<file path="config.mk">
export PLATFORM = sky130hd
export DESIGN_NAME = reg_dump_reader_flat
export DESIGN_NICKNAME = d
export VERILOG_FILES = /design/src/rtl/reg_dump_if.sv /design/src/rtl/reg_dump_reader.sv /design/src/flat_wrapper.sv
export SDC_FILE = /design/constraint.sdc
export NUM_CORES = 1
export LEC_CHECK = 0
export CORE_ASPECT_RATIO = 1.1
export CORE_MARGIN = 2
export CORE_UTILIZATION = 40
export CTS_CLUSTER_SIZE = 25
export DETAILED_ROUTE_END_ITERATION = 8
export GPL_TIMING_DRIVEN = 0
export HOLD_SLACK_MARGIN = 0.06
export MAX_ROUTING_LAYER = met4
export PLACE_DENSITY_LB_ADDON = 0.2
export SETUP_SLACK_MARGIN = 0.1
export SYNTH_ARGS = -nofsm -noshare
export SYNTH_HDL_FRONTEND = slang
export SYNTH_SLANG_ARGS = --single-unit
</file>
<file path="constraint.sdc">
create_clock -name clk -period 1.6 [get_ports clk]
set_clock_uncertainty 0.15 [all_clocks]
set_input_delay 0.32 -clock clk [delete_from_list [all_inputs] [get_ports clk]]
set_output_delay 0.32 -clock clk [all_outputs]
set_load 0.01 [all_outputs]
</file>
<file path="src/rtl/reg_dump_if.sv">
// reg_dump_if: command, register-file read port and output stream of the register dump sequencer.
//   master: dump requester / register file / stream sink (drives start, range, abort, rd_data, out_ready)
//   slave : the dump sequencer (drives rd_addr, out_valid, out_data, out_addr, busy, done, word_cnt)
interface reg_dump_if #(
    parameter int DW = 32,
    parameter int AW = 5
);
    logic          start;
    logic [AW-1:0] first_reg;
    logic [AW-1:0] last_reg;
    logic          abort;
    logic [AW-1:0] rd_addr;
    logic [DW-1:0] rd_data;
    logic          out_valid;
    logic          out_ready;
    logic [DW-1:0] out_data;
    logic [AW-1:0] out_addr;
    logic          busy;
    logic          done;
    logic [AW:0]   word_cnt;

    modport master (
        output start, first_reg, last_reg, abort, rd_data, out_ready,
        input  rd_addr, out_valid, out_data, out_addr, busy, done, word_cnt
    );

    modport slave (
        input  start, first_reg, last_reg, abort, rd_data, out_ready,
        output rd_addr, out_valid, out_data, out_addr, busy, done, word_cnt
    );
endinterface

</file>
<file path="src/rtl/reg_dump_reader.sv">
// reg_dump_reader: walks a register range through a register-file read port and streams each value out over valid/ready.
//   clk   : clock, all state changes on posedge
//   rst_n : asynchronous active-low reset
//   bus   : reg_dump_if slave (start/first_reg/last_reg/abort command, rd_addr/rd_data read port,
//           out_valid/out_ready/out_data/out_addr stream, busy/done/word_cnt status)
module reg_dump_reader #(
    parameter int DW = 32,
    parameter int AW = 5
) (
    input logic       clk,
    input logic       rst_n,
    reg_dump_if.slave bus
);
    typedef enum logic [1:0] {IDLE, FETCH, SEND, DONE} state_t;

    state_t        state;
    state_t        state_nx;
    logic [AW-1:0] last_q;

    always_ff @(posedge clk or negedge rst_n) begin
        if (!rst_n) state <= IDLE;
        else        state <= state_nx;
    end

    // The end test is an equality compare, so a range ending at the top index stops there without wrapping.
    always_comb begin
        state_nx = state;
        bus.busy = state != IDLE;
        bus.done = state == DONE;
        case (state)
            IDLE:    if (bus.start) state_nx = bus.first_reg <= bus.last_reg ? FETCH : DONE;
            FETCH:   state_nx = bus.abort ? IDLE : SEND;
            SEND:    state_nx = bus.abort ? IDLE : !bus.out_ready ? SEND : bus.rd_addr == last_q ? DONE : FETCH;
            default: state_nx = IDLE;
        endcase
    end

    // Data is captured on the FETCH edge, so a same-edge write to that register is not seen.
    // Abort together with an accept still counts the word.
    always_ff @(posedge clk or negedge rst_n) begin
        if (!rst_n) begin
            bus.rd_addr   <= '0;
            bus.out_valid <= 1'b0;
            bus.out_data  <= '0;
            bus.out_addr  <= '0;
            bus.word_cnt  <= '0;
            last_q        <= '0;
        end else begin
            case (state)
                IDLE: if (bus.start) begin
                    bus.word_cnt <= '0;
                    if (bus.first_reg <= bus.last_reg) begin
                        last_q      <= bus.last_reg;
                        bus.rd_addr <= bus.first_reg;
                    end
                end
                FETCH: if (!bus.abort) begin
                    bus.out_data  <= bus.rd_data;
                    bus.out_addr  <= bus.rd_addr;
                    bus.out_valid <= 1'b1;
                end
                SEND: begin
                    if (bus.out_ready) begin
                        bus.out_valid <= 1'b0;
                        bus.word_cnt  <= bus.word_cnt + 1'b1;
                        if (!bus.abort && bus.rd_addr != last_q) bus.rd_addr <= bus.rd_addr + 1'b1;
                    end
                    if (bus.abort) bus.out_valid <= 1'b0;
                end
                default: bus.rd_addr <= '0;
            endcase
        end
    end
endmodule

</file>
<file path="src/flat_wrapper.sv">
// flat-port wrapper written by rule: the top's interface ports become plain ports
module reg_dump_reader_flat 
#(
    parameter int DW = 32,
    parameter int AW = 5
)
  (clk, rst_n, bus_start, bus_first_reg, bus_last_reg, bus_abort, bus_rd_data, bus_out_ready, bus_rd_addr, bus_out_valid, bus_out_data, bus_out_addr, bus_busy, bus_done, bus_word_cnt);
  reg_dump_if #(.DW(DW), .AW(AW)) bus_i ();
  input logic clk;
  input logic rst_n;
  input wire logic [$bits(bus_i.start)-1:0] bus_start;
  input wire logic [$bits(bus_i.first_reg)-1:0] bus_first_reg;
  input wire logic [$bits(bus_i.last_reg)-1:0] bus_last_reg;
  input wire logic [$bits(bus_i.abort)-1:0] bus_abort;
  input wire logic [$bits(bus_i.rd_data)-1:0] bus_rd_data;
  input wire logic [$bits(bus_i.out_ready)-1:0] bus_out_ready;
  output wire logic [$bits(bus_i.rd_addr)-1:0] bus_rd_addr;
  output wire logic [$bits(bus_i.out_valid)-1:0] bus_out_valid;
  output wire logic [$bits(bus_i.out_data)-1:0] bus_out_data;
  output wire logic [$bits(bus_i.out_addr)-1:0] bus_out_addr;
  output wire logic [$bits(bus_i.busy)-1:0] bus_busy;
  output wire logic [$bits(bus_i.done)-1:0] bus_done;
  output wire logic [$bits(bus_i.word_cnt)-1:0] bus_word_cnt;
  assign bus_i.start = bus_start;
  assign bus_i.first_reg = bus_first_reg;
  assign bus_i.last_reg = bus_last_reg;
  assign bus_i.abort = bus_abort;
  assign bus_i.rd_data = bus_rd_data;
  assign bus_i.out_ready = bus_out_ready;
  assign bus_rd_addr = bus_i.rd_addr;
  assign bus_out_valid = bus_i.out_valid;
  assign bus_out_data = bus_i.out_data;
  assign bus_out_addr = bus_i.out_addr;
  assign bus_busy = bus_i.busy;
  assign bus_done = bus_i.done;
  assign bus_word_cnt = bus_i.word_cnt;
  reg_dump_reader #(.DW(DW), .AW(AW)) u_core (.clk(clk), .rst_n(rst_n), .bus(bus_i));
endmodule
</file>
Word level (Yosys, flattened, before mapping)
Index checks and enable logic that the tools add are counted.
{"block": "word_totals", "word_cells": 53, "latch_bits": 0, "memories": 0, "output_inout_bits": 51, "in_bits": 47, "ram_bits": 0, "reg_bits": 56, "mem_bits_ro": 0}
{"block": "classes", "addsub": 2, "mux": 19, "n_eq_ne": 11, "multipliers": 0, "magnitude_cmp": 1, "n_bitwise": 2, "shift": 0, "n_div": 0, "n_reduce_logical": 11}
{"cell": "2-to-1 mux 5 bit", "n": 4}
{"cell": "case mux 5 bit (3 select lines)", "n": 1}
{"cell": "2-to-1 mux 2 bit", "n": 6}
{"cell": "2-to-1 mux 6 bit", "n": 2}
{"cell": "case mux 6 bit (2 select lines)", "n": 1}
{"cell": "AND reduction 3 bit", "n": 3}
{"cell": "adder 6 x 1 -> 6 bit, second input constant", "n": 1}
{"cell": "inequality test 2 bit, second input constant", "n": 3}
{"cell": "case mux 2 bit (3 select lines)", "n": 1}
{"cell": "nonzero test 2 bit", "n": 3}
{"cell": "adder 5 x 1 -> 5 bit, second input constant", "n": 1}
{"cell": "equality test 5 bit", "n": 1}
{"cell": "less-or-equal comparator 5 bit", "n": 1}
{"cell": "inequality test 5 bit", "n": 1}
{"cell": "AND reduction 5 bit", "n": 1}
{"cell": "equality test 2 bit, second input constant", "n": 2}
{"cell": "inequality test 2 x 1 -> 1 bit, second input constant", "n": 2}
{"cell": "2-to-1 mux 1 bit", "n": 3}
{"cell": "inequality test 3 bit, second input constant", "n": 1}
{"cell": "equality test 2 x 1 -> 1 bit, second input constant", "n": 1}
{"cell": "zero test 2 bit", "n": 1}
{"cell": "inverter 1 bit", "n": 2}
{"cell": "case mux 1 bit (2 select lines)", "n": 1}
{"cell": "AND reduction 2 bit", "n": 1}
{"cell": "2 further kinds", "n": 2}

Logic depth before layout (Yosys ltp)
{"block": "depth", "ltp_word": 5, "depth_mapped": 7, "depth_no_buf": 7}

Least setup slack after synthesis
No wires, ideal clock.
{"block": "synth_timing", "path_type": "input port to flip-flop", "from": "input port bus_last_reg[3]", "to": "register u_core.last_q[0]", "slack_ps": -390, "arrival_ps": 1715, "t_required_ps": 1325, "cell_stages": 7, "cell_sequence": "inv_1 > ha_1 > a21o_1 > a21oi_1 > a21oi_1 > and2b_4 > mux2_2"}
{"block": "synth_between", "elab_chain_len": 2}
{"element": "from (decl)", "line": "flat_wrapper.sv:13", "text": "input wire logic [$bits(bus_i.last_reg)-1:0] bus_last_reg;"}
{"element": "less-or-equal comparator 5 bit", "line": "reg_dump_reader.sv:52", "text": "if (bus.first_reg <= bus.last_reg) begin"}
{"element": "AND reduction 3 bit (no line)"}
{"element": "to (signal assigned)", "line": "reg_dump_reader.sv:53", "text": "last_q <= bus.last_reg;"}
{"element": "to (decl)", "line": "reg_dump_reader.sv:18", "text": "logic [AW-1:0] last_q;"}
No other way between the ends.
A chain may end at the register's enable or synchronous reset.

Final worst setup path
{"block": "layout_timing", "from": "input port bus_last_reg[3]", "to": "register u_core.last_q[4]"}
Same word-level chain as after synthesis.

==> results.cfg <==
[drt]
drc_errors = 0
via_per_inst = 4.80
wl_per_cell_microns = 15.6
ant_nets = 0
vias = 1981
drtIter0Drc = 41
wl_microns = 6440
firstDrtPassIters = 4

[floorplanning]
die_w_microns = 80.4
io_pins = 98
core-area_sq_mm = 0.00619
start_util_pct = 41.4
die_area_sq_mm = 0.00707
rows = 30
die_h_microns = 88.0

[sta]
max_freq_mhz = 566
fin_crit_ps = 1770
hold_viol_final = 0
fin_crit_sh_pct = 110
worstMarginPinSlew_ps = 700
maxSlewHeadroom_pct = 53.3
setup_slack_ps = -167
rsz0062_at_grt = true
maxSlewViolCount = 0
setup_viol = 48

[layout]
layout-drive-gt1-share_pct = 42.3
multiInputGateArea_sq_mm = 0.00138
utilization_pct = 71.5
syn2layout_area_growth_pct = 72.7
final_area_sq_mm = 0.00443
diodes = 0
fillers = 459
regArea_sq_mm = 0.00141
finalNetCount = 386

[clock_network]
cts_num_sinks = 56
numCtsBuffers = 5
root_buffer = clkbuf_8
cts_tree = done
insertion_delay_ps = 300
cts-root-to-sink-buffers = 2
clkTransAtPathRegs_ps = 100
htree_levels = 2

[outcome]
status = finished, violations left
violations = setup timing

[setup_path]
cp.arrival_ps = 1810
required_ps = 1650
critPathKind = input port to flop
crit_path_cell_trace = buf_2 > inv_4 > ha_4 > and3_4 > and3_4 > a21oi_1 > and2b_4 > mux2_4
crit_family = simple AND/OR/NAND/NOR gates
cp_num_buf_inv = 2
max_stage_delay_ps = 320
end_kind = flop
crit_path_max_fanout = 5
critPathSlowestCell = and2b_4
crit_top_cell = and3_4
start_kind = input port

[place]
place_area_sq_mm = 0.00389
dp_hpwl_microns = 4430
gp_congestion = 0.715
port_buffers = 97
dp_worst_setup_slack_ps = -960

[power]
powerDensity_mw_per_mm2 = 1730
swShare_pct = 31.6
p_int_w = 0.00525
ir_drop_uv = 795
p_seq_share_pct = 32.4
p_comb_share_pct = 54.6
power_w = 0.00767
p_leak_nw = 2.11
clock_power_share_pct = 13.1
switchingPower_w = 0.00243

[logic_synthesis]
synthCells = 190
synth_top_area_share_pct = 54.6
syn_area_sq_mm = 0.00256
yosysSeqAreaShare_pct = 54.6
syn_nets = 244
avgSynthCellArea_sq_um = 13.5
synth_top_area_cell = dfrtp_1
yosysWarnings = 0
yosysUniqueCellTypes = 35
ys_seq_elements = 56
synthTopCellsByArea = dfrtp_1, mux2_2, ha_1

[grt]
grt_max_degree = 31
grt_overflow = 0
track_usage_pct = 19.5
grt_pass1_wl_microns = 10300
antenna_found_initial = 0
grt_pass1_vias = 2069

[flow_run]
drv_cap = 0

[worst_hold_path]
hp-class = input port to flop
[worst paths after layout]
kind                       depth (start not counted)                                  end                                 from  slack [ps]
min in group asynchronous                          2  u_core.bus.out_data[12]$_DFFE_PN0P_                                rst_n         450
max in group asynchronous                          3  u_core.bus.out_data[25]$_DFFE_PN0P_                                rst_n         270
hold / removal                                     2         u_core.last_q[2]$_DFFE_PN0P_                      bus_last_reg[2]         100
hold reg to reg                                    1  u_core.bus.out_data[12]$_DFFE_PN0P_  u_core.bus.out_data[12]$_DFFE_PN0P_         360
setup / recovery                                   8         u_core.last_q[4]$_DFFE_PN0P_                      bus_last_reg[3]        -170
setup reg to reg                                   5    u_core.bus.rd_addr[2]$_DFFE_PN0P_          u_core.state[1]$_DFFE_PN0N_        -170
[power groups by stage]
| stage | clock network (W) | registers (W) | logic, W |
|---|---|---|---|
| floorplan | 0 | 0.00279 | 0.00184 |
| global placement | 0 | 0.00256 | 0.00364 |
| detailed placement | 0 | 0.00258 | 0.00372 |
| CTS | 0.00103 | 0.00248 | 0.00412 |
| global route | 0.00108 | 0.00256 | 0.00448 |
| finish | 0.00100 | 0.00248 | 0.00419 |
[state kept, by name, summed over array words and instances, names as in the netlist]
name                  cells
u_core.bus.out_data      32
u_core.bus.word_cnt       6
u_core.bus.out_addr       5
u_core.bus.rd_addr        5
u_core.last_q             5
u_core.state              2
u_core.bus.out_valid      1
[routing by layer]
layer	track usage, %	vias up	part of all wire (%)
met1	23.6	966	43
met3	3.30	4	5.0
met5	-	-	0
met2	34.1	69	52
li1	-	942	-
met4	4.47	0	0.70
[worst reg2reg max path, stage by stage, from the launching register on]
cell and delay (ps):
dfrtp_2 440, or2_4 300, nor2_8 120, nor2_4 50, a21oi_4 270, mux2_4 330
[cell type report]
cell class              count  share of cell area [%]
multi-input cells         121                    31.2
clock inverters             1                   0.678
repair buffers            135                    29.1
inverters                   7                   0.819
plain buffers               6                    1.98
well taps                  80                    2.26
flip-flops and latches     56                    31.8
clock buffers               7                    2.18
[kinds of logic (layout without fill, tap and decap cells)]
| group | count (synthesis) | after routing | share of synthesized area [%] |
|---|---|---|---|
| DFF | 56 | 56 | 54.6 |
| muxes | 49 | 49 | 22.2 |
| and+or+nand+nor | 34 | 34 | 7.41 |
| AOI/OAI and AO/OA | 19 | 19 | 5.71 |
| buffers and inverters | 13 | 156 | 2.54 |
| xor gates and xnor gates | 12 | 12 | 4.10 |
| adders and majority gates | 7 | 7 | 3.41 |
[through the flow]
stage	cells	hold slack [ps]	setup TNS, ps
after global placement	367	339	-120690
final	413	104	-4660
after floorplan	190	-126	-2300
after CTS	407	99.4	-5210
after detailed placement	368	257	-25520
after global routing	413	103	-6520
[Yosys cell counts]
| cell type | number |
|---|---|
| o21ai_2 | 1 |
| and2b_4 | 1 |
| nor2_2 | 1 |
| xnor2_1 | 6 |
| inv_1 | 7 |
| a211oi_1 | 5 |
| nand4_1 | 2 |
| nor2_1 | 14 |
| o21ai_1 | 1 |
| mux2_2 | 41 |
| nand2b_1 | 1 |
| and3_1 | 2 |
| nor2b_1 | 1 |
| a211oi_4 | 1 |
| a21oi_4 | 1 |
| mux2i_1 | 1 |
| nor3b_1 | 1 |
| ha_1 | 7 |
| a21o_1 | 2 |
| xor2_1 | 6 |
| buf_2 | 1 |
| nand2_1 | 4 |
| a21oi_1 | 4 |
| nand3_1 | 3 |
| dfrtp_1 | 56 |
| a22o_1 | 1 |
| o21ai_0 | 3 |
| mux2_4 | 5 |
| and3_4 | 1 |
| nor2_8 | 1 |
| clkbuf_1 | 1 |
| mux2_1 | 2 |
| buf_4 | 4 |
| and2_1 | 1 |
| or2_4 | 1 |
[what timing repair did]
item,in CTS,in global routing
buffers inserted,27,9
pin swaps,12,6
hold buffers,1,0
resized for setup,126,12
hold endpoints to repair,29,0
setup endpoints to repair,105,61
gates cloned,3,0
[placed cells by master, fill, tap and decap left out, types with 2 or more instances in the layout]
cell type and instances:
ha_4 4, a21o_1 2, a21oi_1 3, o21ai_0 3, a211oi_1 5, nand4_1 2, buf_2 7, clkdlybuf4s50_1 33
and3_4 2, nor2_4 2, inv_1 4, nor2_1 12, dfrtp_2 6, dfrtp_1 50, xor2_1 6, mux2_4 47
nand3_1 3, ha_1 2, a21oi_4 2, clkbuf_8 7, nand2_1 3, buf_12 10, buf_6 7, xnor2_1 6
dlygate4sd2_1 45, buf_4 27, clkdlybuf4s15_1 7
(Power assumes the default switching activity.)
